===== src/rtl/hex_scan_driver.sv =====
// Multiplexed N-digit hex display driver: one shared segment bus, one-hot digit select,
// guard-timed scanning, leading-zero blanking, frame-boundary updates. Optional DP via HEX_SCAN_DP_EN.
module hex_scan_driver #(
    parameter int NUM_DIGITS     = 8,
    parameter int SCAN_DIV       = 50000,
    parameter int GUARD          = 2,
    parameter int SEG_ACTIVE_LOW = 1
) (
    input  logic                    clk,
    input  logic                    rst_n,
    input  logic [4*NUM_DIGITS-1:0] val,
    input  logic                    load,
    input  logic                    blank_lz,
`ifdef HEX_SCAN_DP_EN
    input  logic [NUM_DIGITS-1:0]   dp_in,
    output logic                    dp,
`endif
    output logic [6:0]              seg,
    output logic [NUM_DIGITS-1:0]   dig_sel,
    output logic                    frame_done
);

    localparam int CW = (SCAN_DIV > 1) ? $clog2(SCAN_DIV) : 1;
    localparam int IW = (NUM_DIGITS > 1) ? $clog2(NUM_DIGITS) : 1;
    localparam logic [CW-1:0] CNT_LAST  = CW'(SCAN_DIV - 1);
    localparam logic [CW-1:0] CNT_GUARD = CW'(GUARD);
    localparam logic [IW-1:0] IDX_LAST  = IW'(NUM_DIGITS - 1);
    // Everything is built active-low internally; POL flips it for active-high boards.
    localparam logic                  POL     = (SEG_ACTIVE_LOW != 0) ? 1'b0 : 1'b1;
    localparam logic [6:0]            SEG_OFF = 7'h7F ^ {7{POL}};
    localparam logic [NUM_DIGITS-1:0] DIG_OFF = {NUM_DIGITS{1'b1}} ^ {NUM_DIGITS{POL}};

    function automatic logic [6:0] decode(input logic [3:0] h);
        case (h)
            4'h0: decode = 7'h40;
            4'h1: decode = 7'h79;
            4'h2: decode = 7'h24;
            4'h3: decode = 7'h30;
            4'h4: decode = 7'h19;
            4'h5: decode = 7'h12;
            4'h6: decode = 7'h02;
            4'h7: decode = 7'h78;
            4'h8: decode = 7'h00;
            4'h9: decode = 7'h10;
            4'hA: decode = 7'h08;
            4'hB: decode = 7'h03;
            4'hC: decode = 7'h46;
            4'hD: decode = 7'h21;
            4'hE: decode = 7'h06;
            default: decode = 7'h0E;
        endcase
    endfunction

    logic                    run_p0;
    logic [CW-1:0]           cnt_p0;
    logic [IW-1:0]           idx_p0;
    logic [4*NUM_DIGITS-1:0] pend_p0;
    logic [4*NUM_DIGITS-1:0] disp_p0;
    logic                    pend_vld_p0;
    logic                    step;
    logic                    wrap;

    assign step = run_p0 && (cnt_p0 == CNT_LAST);
    assign wrap = step && (idx_p0 == IDX_LAST);

    // Stage p0: reset release synchroniser, prescaler, digit index, pend/disp capture
    always_ff @(posedge clk or negedge rst_n) begin
        if (!rst_n) begin
            run_p0 <= 1'b0;
        end else begin
            run_p0 <= 1'b1;
        end
    end

    always_ff @(posedge clk or negedge rst_n) begin
        if (!rst_n) begin
            cnt_p0      <= '0;
            idx_p0      <= '0;
            pend_p0     <= '0;
            disp_p0     <= '0;
            pend_vld_p0 <= 1'b0;
        end else if (run_p0) begin
            cnt_p0 <= step ? '0 : cnt_p0 + 1'b1;
            if (step) begin
                idx_p0 <= (idx_p0 == IDX_LAST) ? '0 : idx_p0 + 1'b1;
            end
            if (load) begin
                pend_p0 <= val;
            end
            // A load on the wrap cycle goes straight to disp rather than waiting a frame.
            if (wrap) begin
                disp_p0     <= load ? val : (pend_vld_p0 ? pend_p0 : disp_p0);
                pend_vld_p0 <= 1'b0;
            end else if (load) begin
                pend_vld_p0 <= 1'b1;
            end
        end
    end

`ifdef HEX_SCAN_DP_EN
    logic [NUM_DIGITS-1:0] pend_dp_p0;
    logic [NUM_DIGITS-1:0] disp_dp_p0;

    always_ff @(posedge clk or negedge rst_n) begin
        if (!rst_n) begin
            pend_dp_p0 <= '0;
            disp_dp_p0 <= '0;
        end else if (run_p0) begin
            if (load) begin
                pend_dp_p0 <= dp_in;
            end
            if (wrap) begin
                disp_dp_p0 <= load ? dp_in : (pend_vld_p0 ? pend_dp_p0 : disp_dp_p0);
            end
        end
    end
`endif

    logic [3:0]            nib;
    logic                  lz_all;
    logic                  blank;
    logic [NUM_DIGITS-1:0] dig_on;
    logic [6:0]            seg_nxt;
    logic [NUM_DIGITS-1:0] dig_nxt;
    logic                  dp_on;

    // Walk from the top digit down so lz_all covers digits NUM_DIGITS-1..i at step i.
    always_comb begin
        nib    = 4'h0;
        lz_all = 1'b1;
        blank  = 1'b0;
        dig_on = '0;
        dp_on  = 1'b0;
        for (int i = NUM_DIGITS - 1; i >= 0; i--) begin
            lz_all = lz_all && (disp_p0[4*i +: 4] == 4'h0);
            if (idx_p0 == IW'(i)) begin
                nib       = disp_p0[4*i +: 4];
                blank     = blank_lz && (i != 0) && lz_all;
                dig_on[i] = 1'b1;
`ifdef HEX_SCAN_DP_EN
                dp_on     = disp_dp_p0[i];
`endif
            end
        end
        seg_nxt = blank ? 7'h7F : decode(nib);
        dig_nxt = (cnt_p0 < CNT_GUARD) ? {NUM_DIGITS{1'b1}} : ~dig_on;
    end

    // Stage p1: registered pin drivers, one cycle behind the index
    always_ff @(posedge clk or negedge rst_n) begin
        if (!rst_n) begin
            seg        <= SEG_OFF;
            dig_sel    <= DIG_OFF;
            frame_done <= 1'b0;
        end else if (run_p0) begin
            seg        <= seg_nxt ^ {7{POL}};
            dig_sel    <= dig_nxt ^ {NUM_DIGITS{POL}};
            frame_done <= wrap;
        end
    end

`ifdef HEX_SCAN_DP_EN
    always_ff @(posedge clk or negedge rst_n) begin
        if (!rst_n) begin
            dp <= 1'b1 ^ POL;
        end else if (run_p0) begin
            dp <= (~dp_on) ^ POL;
        end
    end
`else
    logic unused_dp;
    assign unused_dp = dp_on;
`endif

endmodule


===== config.mk =====
export PLATFORM = sky130hd
export DESIGN_NAME = hex_scan_driver
export DESIGN_NICKNAME = d
export VERILOG_FILES = /design/src/rtl/hex_scan_driver.sv
export SDC_FILE = /design/constraint.sdc
export NUM_CORES = 1
export LEC_CHECK = 0
export CAP_MARGIN = 30
export CORE_ASPECT_RATIO = 1.2
export CORE_MARGIN = 5
export CORE_UTILIZATION = 40
export CTS_BUF_LIST = sky130_fd_sc_hd__clkbuf_2
export CTS_CLUSTER_DIAMETER = 60
export DETAILED_ROUTE_END_ITERATION = 8
export DONT_BUFFER_PORTS = 1
export GPL_TIMING_DRIVEN = 0
export PLACE_DENSITY = 0.58
export SYNTH_ARGS = -nofsm -noshare
export SYNTH_HDL_FRONTEND = slang
export SYNTH_SLANG_ARGS = --single-unit

===== constraint.sdc =====
create_clock -name clk -period 7.2 [get_ports clk]
set_input_delay 0.36 -clock clk [delete_from_list [all_inputs] [get_ports clk]]
set_output_delay 0.36 -clock clk [all_outputs]
set_load 0.1 [all_outputs]

==> reports/summary.md, run 1 <==
The flow ran to the end, and the final reports show no timing, DRC or antenna violations. The number of register bits inferred by synthesis works out to 101. The latest clock arrival within the worst-skew pair was 0.61 ns. The die span in y was 136.5 um. Derived from the worst setup path, the maximum achievable clock frequency is 289.2 MHz. The critical path endpoint category is a register.

Data on the critical path arrives at its endpoint at 4.02 ns. The tree is rooted in a sky130_fd_sc_hd__clkbuf_2. After detailed routing, the number of remaining DRC violations is 0. For the via count of the first global-routing pass, the log shows 3,979.

The first global-routing pass estimated 19.88 mm of wire. The detailed router finished its first iteration with 299 violations. For the number of filler instances in the final layout, the log shows 1,249. Among all flip-flop cells after synthesis, the most frequent one is sky130_fd_sc_hd__dfrtp_1. Global routing finished with a remaining overflow of 0. The transition time at the pin with the least slew margin was 0.9000 ns.

Most common cell after layout, fill and taps aside: sky130_fd_sc_hd__dfrtp_1. The number of pins exceeding their max-slew limit in the final report is 0, and the relative area change from synthesis to final layout is 12.97%. The critical path start-end classification was reg2reg.

For this design the static power due to leakage is 0.002618 uW. After detailed routing, the number of vias per cell comes to 5.390. The final worst slack was 3.742 ns. Detailed placement finished with a half-perimeter wire length of 8.598 mm. For the worst hold-check slack, the log shows 0.2050 ns. Largest net degree at the start of global routing: 102.

Wire length reported by the detailed router: 11.83 mm. In the layout the commonest cells are 86 x sky130_fd_sc_hd__dfrtp_1, 58 x sky130_fd_sc_hd__nand2_1, 37 x sky130_fd_sc_hd__mux2i_1. The run gives 584 as the net count reported at finish. The logs give 101 for the clock net sink count and 0 ns for the setup TNS after final layout. The critical path data required time was 7.77 ns; the core region area was 0.01318 mm2.

Final hold violation count: 0. In this run the worst hold path is classified as in2reg. The tools report the combined global-route utilization of all metal layers as 16.10%.

The clock skew came out at 0.02417 ns. Setup repair after global routing left no endpoint under its margin. For the total via count after detailed routing, the log shows 3,811. Of all nets on the critical path, the largest fanout is 10. The number of antenna violations at the first check in global routing is 0.

Setup violations remaining at the end of the flow were counted as 0. During I/O placement, the number of pins put on the boundary was 52. The first TritonRoute pass finished after 5 iterations.

CTS H-tree depth: 3. The final design utilization came out at 45.72%. The share of async-settable or async-resettable flops after synthesis came out at 100.0%. Summing the sequential cell areas from Yosys gives 47.74% of the chip area. The die covers 0.01575 mm2.

In this run the power density over the cells is 187.8 mW/mm2. The max-slew headroom at the worst pin came out at 40.00%. The number of max-cap violations was 0.

The weighted congestion at the end of routability-driven global placement was 0.8760; the number of port buffers was 0. Counting I/O delays and the setup requirement, the final critical path takes 3.458 ns. The count of yosys warnings during synthesis is 0, and the ratio of final minimum period to clock period is 48.02%. The number of unique standard cell types used by synthesis was 63. After synthesis, the mean cell area works out to 10.89 um2. In the synthesized netlist, the number of instances is 490. Once the floorplan was initialized, standard cells occupied 40.47% of the core.

The cell area after synthesis is 0.005334 mm2, and the average wire per cell in the routed design is 16.73 um. The repair_antennas step left the layout with diodes totalling 0. The number of gates resized after CTS was 0. The number of instances in the placed design was 658. In this run the horizontal extent of the chip is 115.4 um. Once detail routing completed, the nets flagged for antenna violations numbered 0. TritonCTS built the clock tree.

Count of standard-cell rows: 46. The clock-pin transition on the worst setup and hold timing paths came out at 0.25 ns. The number of enable flip-flop cells after synthesis was 0; the net count of the mapped netlist was 539.

The layout cell share with drive strength beyond 1 is 22.26%. The number of buffers on the longest clock path came out at 2. The logs give 9 for the number of buffers inserted during clock tree synthesis and 3.832 ns for the worst slack at placement. The tools report the worst IR drop on VDD as 0.0001452 V. Final standard cell count with taps included and fillers excluded: 707. STA classifies the critical path startpoint as a register.
[repair_timing]
item	CTS	global route
hold buffers	34	0
endpoints found under the hold margin	165	0
buffers inserted	0	0
[sequential cells by signal, indices dropped and copies added (netlist names)]
name / cells
cnt_p0: 16
dig_sel: 8
disp_p0: 32
frame_done: 1
idx_p0: 3
pend_p0: 32
pend_vld_p0: 1
run_p0: 1
seg: 7
[critical path, cell delays in order (launching register included)]
cell and delay (ns):
sky130_fd_sc_hd__dfrtp_1 0.48, sky130_fd_sc_hd__buf_2 0.19, sky130_fd_sc_hd__inv_1 0.23, sky130_fd_sc_hd__ha_1 0.22
sky130_fd_sc_hd__clkbuf_1 0.38, sky130_fd_sc_hd__a311o_1 0.19, sky130_fd_sc_hd__a211oi_1 0.06, sky130_fd_sc_hd__a211oi_1 0.68
sky130_fd_sc_hd__inv_1 0.20, sky130_fd_sc_hd__ha_1 0.37, sky130_fd_sc_hd__a311oi_1 0.30, sky130_fd_sc_hd__a21oi_1 0.12
[report_power, final]
group | total [uW] | internal, uW | switching [uW]
clock | 296 | 110 | 186
combinational | 152 | 76.5 | 75.7
sequential | 683 | 618 | 65.1
total | 1130 | 805 | 327
[cells in the mapped netlist, types with 3 or more instances]
cell type / n / area, um2
sky130_fd_sc_hd__o21ai_2: 28 / 245.2
sky130_fd_sc_hd__xor2_1: 7 / 61.31
sky130_fd_sc_hd__buf_1: 3 / 11.26
sky130_fd_sc_hd__xnor2_1: 6 / 52.55
sky130_fd_sc_hd__nand3_1: 12 / 60.06
sky130_fd_sc_hd__a21oi_1: 15 / 75.07
sky130_fd_sc_hd__clkbuf_1: 7 / 26.28
sky130_fd_sc_hd__nand2_1: 58 / 217.7
sky130_fd_sc_hd__nor4_1: 11 / 68.82
sky130_fd_sc_hd__nor2_1: 31 / 116.4
sky130_fd_sc_hd__mux2_2: 35 / 394.1
sky130_fd_sc_hd__o21ai_1: 4 / 20.02
sky130_fd_sc_hd__o211ai_1: 3 / 22.52
sky130_fd_sc_hd__nand2b_1: 6 / 37.54
sky130_fd_sc_hd__a22o_1: 4 / 35.03
sky130_fd_sc_hd__buf_2: 10 / 50.05
sky130_fd_sc_hd__o21ai_0: 5 / 25.02
sky130_fd_sc_hd__dfrtp_1: 86 / 2152
sky130_fd_sc_hd__dfstp_2: 15 / 394.1
sky130_fd_sc_hd__nand3b_1: 3 / 22.52
sky130_fd_sc_hd__ha_1: 13 / 162.7
sky130_fd_sc_hd__nor2b_1: 5 / 31.28
sky130_fd_sc_hd__a31oi_1: 14 / 87.58
sky130_fd_sc_hd__nor3_1: 4 / 20.02
sky130_fd_sc_hd__buf_6: 7 / 78.83
sky130_fd_sc_hd__mux2i_1: 37 / 370.4
sky130_fd_sc_hd__a211oi_1: 3 / 22.52
sky130_fd_sc_hd__inv_1: 14 / 52.55
[metal layers]
metal  routed length (um)  global-route usage (%)  share of wire [%]  vias to the layer above
li1                     -                       -                  -                     1853
met1                 5187                   20.96                 44                     1839
met2                 5797                   25.29                 49                      102
met3                  648                   4.423                5.5                       17
met4                  196                   6.588                1.7                        0
met5                    0                       0                  0                        -
[per-stage QoR]
stage	cell area, um2	total power [uW]
after floorplan	5334	789.8
after global placement	5544	811.8
after detailed placement	5544	818.2
after CTS	6026	1153
after global routing	6026	1200
final	6026	1132
[final timing paths]
path / start / endpoint / slack (ns) / cells past startpoint
max in group asynchronous: rst_n / seg[1]$_DFFE_PN1P_ / 6.45 / 2
min in group asynchronous: rst_n / idx_p0[2]$_DFFE_PN0P_ / 0.32 / 2
setup / recovery: idx_p0[2]$_DFFE_PN0P_ / seg[1]$_DFFE_PN1P_ / 3.74 / 11
setup reg to reg: idx_p0[2]$_DFFE_PN0P_ / seg[1]$_DFFE_PN1P_ / 3.74 / 11
hold reg to reg: disp_p0[1]$_DFFE_PN0P_ / disp_p0[1]$_DFFE_PN0P_ / 0.52 / 2
hold / removal: load / disp_p0[2]$_DFFE_PN0P_ / 0.20 / 3
[layout make-up]
class	count	area (um2)	share of cell area, %
Clock inverter	6	78.83	1.308
Tap cell	168	210.2	3.488
Clock buffer	9	45.04	0.7475
Multi-Input combinational cell	346	2554	42.38
Inverter	14	52.55	0.8721
Timing Repair Buffer	34	357.8	5.939
Sequential cell	101	2546	42.25
Buffer	29	181.4	3.011
[kinds of logic after synthesis]
kind of cell / count (synthesis) / synth area share [%]
other cells: 1 / 0.07031
mux: 72 / 14.33
simple gates: 147 / 13.84
buf+inv: 43 / 4.387
xor+xnor: 13 / 2.135
compound gates: 100 / 14.45
flops: 101 / 47.74
fa+ha+maj: 13 / 3.050
Power figures use the tool's default switching activity.
==> inputs of run 2 (changes only) <==
ABC_AREA = 1   (was not set)
clock period = 3.5 ns   (was 7.2 ns; I/O delays follow)
==> reports/summary.md, run 2 <==
For this block, the initial DRC count from the detailed router was 250. The wire length of the first global-routing pass was 20.89 mm. Among all cell types in the netlist, the one instantiated most often is sky130_fd_sc_hd__nand2_1. The tools report the startpoint class of the critical path as a register. Summing over every cut layer, the via total after detailed routing is 4,410. Each instance of the synthesized netlist takes up on average 7.792 um2. The number of register bits inferred by synthesis is 101. Dividing total power by cell area gives a power density of 380.9 mW/mm2. Max-slew headroom at the worst pin: 37.66%. For this run, the number of Yosys warnings is 0.

By instance count, the cell type seen most on the critical path is sky130_fd_sc_hd__nand2_1. The width of the die came out at 115.5 um. The most used flip-flop cell after synthesis is sky130_fd_sc_hd__dfrtp_1. The final layout contains routed wiring with a total length of 12.13 mm.

TritonCTS built the clock tree. For the number of unique standard cell types used by synthesis, the log shows 36. The critical path endpoint category was a register. In this run the remaining antenna-violating nets after routing total 0.

The largest registers in the layout are disp_p0: 32 flops, pend_p0: 32 flops, cnt_p0: 16 flops. Sequential cell area fraction in the yosys report: 47.70%. The clock skew is 0.02817 ns.

Final standard cell count with taps included and fillers excluded: 905. For the pin with the worst max-slew slack, the measured transition is 0.9351 ns. Path category of the worst min-delay check: in2async. For the count of unresolved DRC violations after routing, the log shows 0. At the end of the flow, the number of nets in the layout was 781. The average wire per cell in the routed design is 13.40 um, and the layout cell share with drive strength beyond 1 is 6.920%.

The logs give 0.01576 mm2 for the die outline area and 4.07 ns for the critical path data required time. The area growth from synthesis to layout is 13.64%. The filler cells instantiated in the layout total 1,304. The tools report the latest clock arrival within the worst-skew pair as 0.62 ns. By area the synthesized netlist is led by sky130_fd_sc_hd__dfrtp_1 40%, sky130_fd_sc_hd__nand2_1 17%, sky130_fd_sc_hd__dfstp_2 7.4%. The number of clock buffers added by TritonCTS is 9. The run gives 364.2 MHz as the highest clock rate. The run gives 0 as the count of final setup violators.

For the post-layout total power, the log shows 2310 uW. After clock tree synthesis, the clock-pin slew on the worst setup and hold paths is 0.27 ns. The initial cell density of the core was 40.50%. The analysis attributes to cell leakage a power of 0.003079 uW. The pre-antenna-repair detailed-routing pass consisted of 4 iterations. The worst setup path is of the reg2reg kind. Across all hold checks on the routed design, the worst slack comes to 0.09960 ns.

The tools report the combined global-route utilization of all metal layers as 16.65%. The largest delay contributor family on the critical path is simple AND/OR/NAND/NOR gates. For the via count of the first global-routing pass, the log shows 4,404. The count of standard-cell rows is 46, and the data arrival time of the worst path is 3.32 ns. The maximum cell stage delay along the critical path came out at 0.45 ns.

Setup repair after global routing left no endpoint under its margin. Across the VDD grid, the largest voltage drop is 0.0002680 V. Share of the synthesized area in the top cell type: 40.32%. The slowest stage of the critical path belongs to the cell sky130_fd_sc_hd__dfrtp_1. For the clock net sink count, the log shows 101. The run gives 0 as the final hold violation count. For the final routed database, the setup TNS stands at 0 ns. 52 I/O pins were placed.

The number of buffers and inverters on the critical path works out to 3. The tools report the post-synthesis cell count as 685. After detailed routing, the number of vias per cell comes to 4.873.

Sorting the synthesized cells by how often they occur yields 238 x sky130_fd_sc_hd__nand2_1, 86 x sky130_fd_sc_hd__dfrtp_1, 65 x sky130_fd_sc_hd__inv_1. Input and output buffers added on the ports amount to 0. The shortest clock period the worst path allows after layout works out to 2.746 ns.

The run finished with clean final reports. The core region area came out at 0.01318 mm2. The library cells used most frequently in the layout, excluding fill and tap cells, are 238 x sky130_fd_sc_hd__nand2_1, 86 x sky130_fd_sc_hd__dfrtp_1, 65 x sky130_fd_sc_hd__inv_1. Die span in y: 136.5 um. The run gives 0 as the antenna diode count. Yosys mapped a number of flops with a built-in enable equal to 0. Including well taps, the total number of placed cells is 853. Estimated wirelength of the detail-placed design: 8.997 mm. Leaving out fill and tap cells, the most frequent cell in the layout is sky130_fd_sc_hd__nand2_1. The cell area after synthesis came out at 0.005338 mm2. The tool flagged a number of max-cap violations equal to 0.

After synthesis, the share of flip-flops with an asynchronous set or reset is 100.0%. Global routing finished with a remaining overflow of 0. The worst path uses 78.46% of the clock period. When the netlist entered floorplanning its net count stood at 734. The cell sitting at the root of the clock tree is a sky130_fd_sc_hd__clkbuf_2. In this run the number of H-tree levels came out at 3.

The signal on the critical path passes through inv_1 > ha_1 > nand2_1 > inv_1 > a21oi_1 > nand2_1 > nand2_1 > nand2_1 > nand2_1 > nand2_1 > nand2_1 > inv_1 > ha_1 > nand3b_1 > nand2_1 > nand2_1 > nand2_1 > nor2_1 > nor2_1. The number of pins exceeding their max-slew limit in the final report is 0, and the weighted congestion at the end of routability-driven global placement is 0.8620. The largest net degree at the start of global routing was 102; the number of gates resized after CTS was 0. The clock passes through at most 2 buffers.

The maximum net fanout on the critical path was 6. The run gives 0 as the number of antenna violations at the first check in global routing. The largest area contributor in the netlist is sky130_fd_sc_hd__dfrtp_1.
-- run 2: final timing paths --
path                                        start  slack [ns]                 endpoint  cells past startpoint
min in group clk                          val[28]        0.21  pend_p0[28]$_DFFE_PN0P_                      3
hold reg to reg            pend_p0[8]$_DFFE_PN0P_        0.52   pend_p0[8]$_DFFE_PN0P_                      2
hold / removal                              rst_n         0.1    cnt_p0[3]$_DFFE_PN0P_                      2
setup reg to reg            idx_p0[0]$_DFFE_PN0P_        0.75       seg[3]$_DFFE_PN1P_                     19
max in group asynchronous                   rst_n        2.97       seg[1]$_DFFE_PN1P_                      2
setup / recovery            idx_p0[0]$_DFFE_PN0P_        0.75       seg[3]$_DFFE_PN1P_                     19
-- run 2: repair_timing --
item,4_1_cts,5_1_grt
hold buffers,36,0
setup buffers,0,0
hold endpoints to repair,169,0
-- run 2: cells by family after synthesis --
kind of cell | count (synthesis) | synth area share [%]
and+or+nand+nor | 357 | 27.40
buffers and inverters | 92 | 6.821
DFF | 101 | 47.70
AOI/OAI and AO/OA | 87 | 8.626
muxes | 32 | 6.001
xor gates and xnor gates | 2 | 0.3282
other | 1 | 0.07026
adders and majority gates | 13 | 3.047
-- run 2: through the flow --
stage               util, %  setup WS, ns  cell area, um2
floorplan                 -         1.276            5338
global placement      42.09        0.9568            5548
detailed placement    42.09        0.8453            5548
CTS                   46.02        0.7470            6066
global route          46.02        0.4008            6066
finish                46.02        0.7540            6066
-- run 2: where the power goes --
part           internal [uW]  switching, uW  total, uW
clock network            241            405        646
logic                    119            170        289
registers               1260            115       1380
total                   1620            689       2310
-- run 2: routing by layer --
layer	GRT usage, %	share of wire [%]	vias to the layer above
li1	-	-	2273
met3	3.273	3.8	22
met5	0	0	-
met2	27.38	47	72
met4	7.241	2.8	0
met1	21.27	47	2043
-- run 2: worst reg2reg max path, stage by stage (launching register included) --
cell,delay (ns)
sky130_fd_sc_hd__dfrtp_1,0.45
sky130_fd_sc_hd__inv_1,0.10
sky130_fd_sc_hd__ha_1,0.24
sky130_fd_sc_hd__nand2_1,0.18
sky130_fd_sc_hd__inv_1,0.17
sky130_fd_sc_hd__a21oi_1,0.16
sky130_fd_sc_hd__nand2_1,0.07
sky130_fd_sc_hd__nand2_1,0.06
sky130_fd_sc_hd__nand2_1,0.05
sky130_fd_sc_hd__nand2_1,0.06
sky130_fd_sc_hd__nand2_1,0.08
sky130_fd_sc_hd__nand2_1,0.16
sky130_fd_sc_hd__inv_1,0.13
sky130_fd_sc_hd__ha_1,0.31
sky130_fd_sc_hd__nand3b_1,0.18
sky130_fd_sc_hd__nand2_1,0.08
sky130_fd_sc_hd__nand2_1,0.05
sky130_fd_sc_hd__nand2_1,0.05
sky130_fd_sc_hd__nor2_1,0.04
sky130_fd_sc_hd__nor2_1,0.09
-- run 2: layout make-up --
class,instances,area (um2),area share [%]
plain buffers,23,100.1,1.650
clock buffers,9,45.04,0.7426
clock inverters,7,95.09,1.568
inverters,69,264.0,4.352
multi-input cells,492,2427,40.02
flip-flops and latches,101,2546,41.98
well taps,168,210.2,3.465
repair buffers,36,377.9,6.229
==> inputs of run 3 (changes only) <==
ABC_AREA = 0   (was 1)
PLACE_DENSITY = 0.6   (was 0.58)
clock period = 2.3 ns   (was 3.5 ns; I/O delays follow)
==> reports/summary.md, run 3 (synthesis results as in run 1) <==
The run finished, with violations left. The final reports fail on setup timing. Tracing the worst setup path back leads to its startpoint at idx_p0[1]$_DFFE_PN0P_. Clock-pin slew was measured on the worst setup and hold paths at 0.24 ns. For the via count of the first global-routing pass, the log shows 4,106.

Setup violations remaining at the end of the flow were counted as 7. Leaving out fill and tap cells, the most frequent cells in the layout are 82 x sky130_fd_sc_hd__dfrtp_1, 57 x sky130_fd_sc_hd__nand2_1, 37 x sky130_fd_sc_hd__mux2i_1. Max-cap violations in this run came to 0.

The CTS H-tree depth was 3; the transition time at the pin with the least slew margin was 0.9023 ns. The total via count after detailed routing was 3,921. After detailed routing, the met3 layer carries 630 um of wire. Counting cells, the worst reg-to-reg path comes to 13. In the finished design, the share of the clock period the worst path needs comes to 115.8%.

The first global-routing pass estimated 20.66 mm of wire. Critical path endpoint category: a register. In this run the register-to-register setup slack is -0.36 ns. For the final hold violation count, the log shows 0.

The logs give 0 for the count of unresolved DRC violations after routing and -0.3635 ns for the final worst slack. In this run, CTS created clock tree buffers numbering 9. The number of pins exceeding their max-slew limit in the final report is 0. The uppermost metal layer occupied by signal nets is met4. CTS saw 101 sinks. The die covers 0.01575 mm2. The clock skew was 0.01470 ns. The worst hold path belongs to the class in2reg. Global routing finished with a remaining overflow of 0.

In the final layout, the multi-input gates occupy 0.002749 mm2. TritonCTS built the clock tree. The run gives 0.01318 mm2 as the core region area. The boundary pin count came out at 52. The post-layout total power is 3322 uW.

The relative area change from synthesis to final layout came out at 20.46%. Met2 routed wirelength: 5.947 mm. Measured against its own limit, the worst slew margin works out to 39.84%. The number of detailed-routing iterations run before antenna repair came out at 4. Critical path start-end classification: reg2reg. Summed over all cells, the static leakage comes to 0.002734 uW.

For this run, the top clock speed supported by timing is 375.4 MHz. The number of cells on the worst hold path is 5. The library cell used most frequently in the layout, excluding fill and tap cells, is sky130_fd_sc_hd__dfrtp_1. The worst setup path is launched from a register. The run gives 16.60% as the combined global-route utilization of all metal layers. The clock passes through at most 2 buffers.

In the final layout, flip-flops and latches occupy 0.002551 mm2. The die is 136.5 um tall. Data on the critical path is required at its endpoint by 2.86 ns. Number of violations reported at the end of detailed-routing iteration 0: 240. The smallest clock period supported by the final layout is computed as 2.664 ns. The largest registers in the layout are disp_p0: 32 flops, pend_p0: 32 flops, cnt_p0: 16 flops.

The initial cell density of the core is 40.47%, and the total power per unit cell area is 517.0 mW/mm2. Setup repair after global routing could not meet its margin everywhere. The run gives 0 as the antenna violation net count after detailed routing. The width of the die is 115.4 um. Root buffer selected by CTS: sky130_fd_sc_hd__clkbuf_2.

The number of buffers and inverters on the critical path was 3. For the worst setup path, the data arrival time is 3.22 ns. The number of port buffers works out to 0. The slowest stage of the critical path is the sky130_fd_sc_hd__a2111o_1 cell.

The clock reaches the later pin of the worst-skew pair after 0.61 ns. VDD sags by at most 0.0002877 V. For this run, the post-layout net count is 608. The floorplan has 46 rows. Terminating pin of the worst hold path: seg[3]$_DFFE_PN1P_. Cells fill 48.75% of the core in the end. The worst reg2reg path startpoint is idx_p0[1]$_DFFE_PN0P_. The cell that appears most often on the critical path is sky130_fd_sc_hd__ha_4. The met1 wire length came out at 5.388 mm. Largest delay contributor family on the critical path: compound AO/OA/AOI/OAI gates. The post-route netlist has 31.62% of its cells at a drive strength greater than 1. Number of antenna violations at the first check in global routing: 1. Setup total negative slack on the finished layout was measured at -1.788 ns.

The average wire per cell in the routed design works out to 16.69 um. The maximum net fanout on the critical path is 6, and the weighted congestion at the end of routability-driven global placement is 0.8588. The endpoint identified for the worst register-to-register timing path is seg[0]$_DFFE_PN1P_. The maximum cell stage delay along the critical path is 0.47 ns, and the wire length reported by the detailed router is 12.22 mm. The tightest hold path in the finished design has a slack of 0.06108 ns.

The vias per cell was 5.357. The worst hold path begins at blank_lz. Before CTS, the worst setup slack after placement is -0.5742 ns. The HPWL after detailed placement is 8.596 mm.

Number of filler instances in the final layout: 1,217. Entering global routing, the biggest net connects 102 pins. Traced cell by cell, the critical path runs through buf_6 > ha_4 > ha_4 > buf_6 > a21oi_2 > a21o_1 > a2111o_1 > o211a_4 > inv_4 > ha_4 > nand2_1 > mux2_4 > a31oi_1.
==> run 3: cell count changes in the layout (fill, tap and decap cells not counted), sizes merged, moves of 10 or more <==
| cell | change |
|---|---|
| o21ai | -20 |
| inv | -57 |
| nor2 | -30 |
| mux2 | +35 |
| clkbuf | -10 |
| nand3 | -16 |
| buf | +41 |
| nand2 | -187 |
==> run 3: how the worst max path moves through the flow <==
stage,end,slack (ns),cells after the start
after CTS,seg[0]$_DFFE_PN1P_,-0.28,11
after floorplan,seg[0]$_DFFE_PN1P_,-0.13,13
after detailed placement,seg[1]$_DFFE_PN1P_,-0.57,11
final,seg[0]$_DFFE_PN1P_,-0.36,13
after global routing,seg[0]$_DFFE_PN1P_,-0.44,13
after global placement,seg[1]$_DFFE_PN1P_,-0.54,11
==> run 3: power by group <==
group	total (uW)	internal, uW	switching [uW]	leakage, uW
registers	2140	1940	204	0.00126
clock network	696	134	562	0.0000543
logic	484	241	242	0.00142
==> run 3: through the flow <==
| step | cells | instance area, um2 |
|---|---|---|
| floorplan | 490 | 5386 |
| global placement | 658 | 5597 |
| detailed placement | 658 | 5597 |
| CTS | 727 | 6329 |
| global route | 732 | 6425 |
| finish | 732 | 6425 |
==> run 3: worst reg2reg max path, stage by stage (launching register included) <==
cell and delay (ns):
sky130_fd_sc_hd__dfrtp_1 0.45, sky130_fd_sc_hd__buf_6 0.12, sky130_fd_sc_hd__ha_4 0.16, sky130_fd_sc_hd__ha_4 0.15
sky130_fd_sc_hd__buf_6 0.11, sky130_fd_sc_hd__a21oi_2 0.05, sky130_fd_sc_hd__a21o_1 0.17, sky130_fd_sc_hd__a2111o_1 0.47
sky130_fd_sc_hd__o211a_4 0.21, sky130_fd_sc_hd__inv_4 0.09, sky130_fd_sc_hd__ha_4 0.15, sky130_fd_sc_hd__nand2_1 0.06
sky130_fd_sc_hd__mux2_4 0.25, sky130_fd_sc_hd__a31oi_1 0.17
==> run 3: repair_timing <==
item,CTS,global route
gates resized for setup,35,16
setup endpoints to repair,7,20
cloned,0,1
setup buffers,20,3
hold buffers,35,0
hold endpoints to repair,165,0
pin swaps,10,15
==> run 3: area by class of cell <==
| type | count | share of cell area [%] |
|---|---|---|
| flip-flops and latches | 101 | 39.71 |
| diodes | 1 | 0.03895 |
| well taps | 168 | 3.272 |
| clock buffers | 11 | 0.8569 |
| repair buffers | 59 | 8.608 |
| inverters | 14 | 0.9542 |
| plain buffers | 28 | 3.525 |
| multi-input cells | 346 | 42.78 |
| clock inverters | 4 | 0.2532 |
==> run 3: layer usage <==
metal	up-vias	global-route usage [%]
met2	87	26.61
met5	-	0
li1	1904	-
met4	0	6.849
met3	19	4.025
met1	1911	21.45
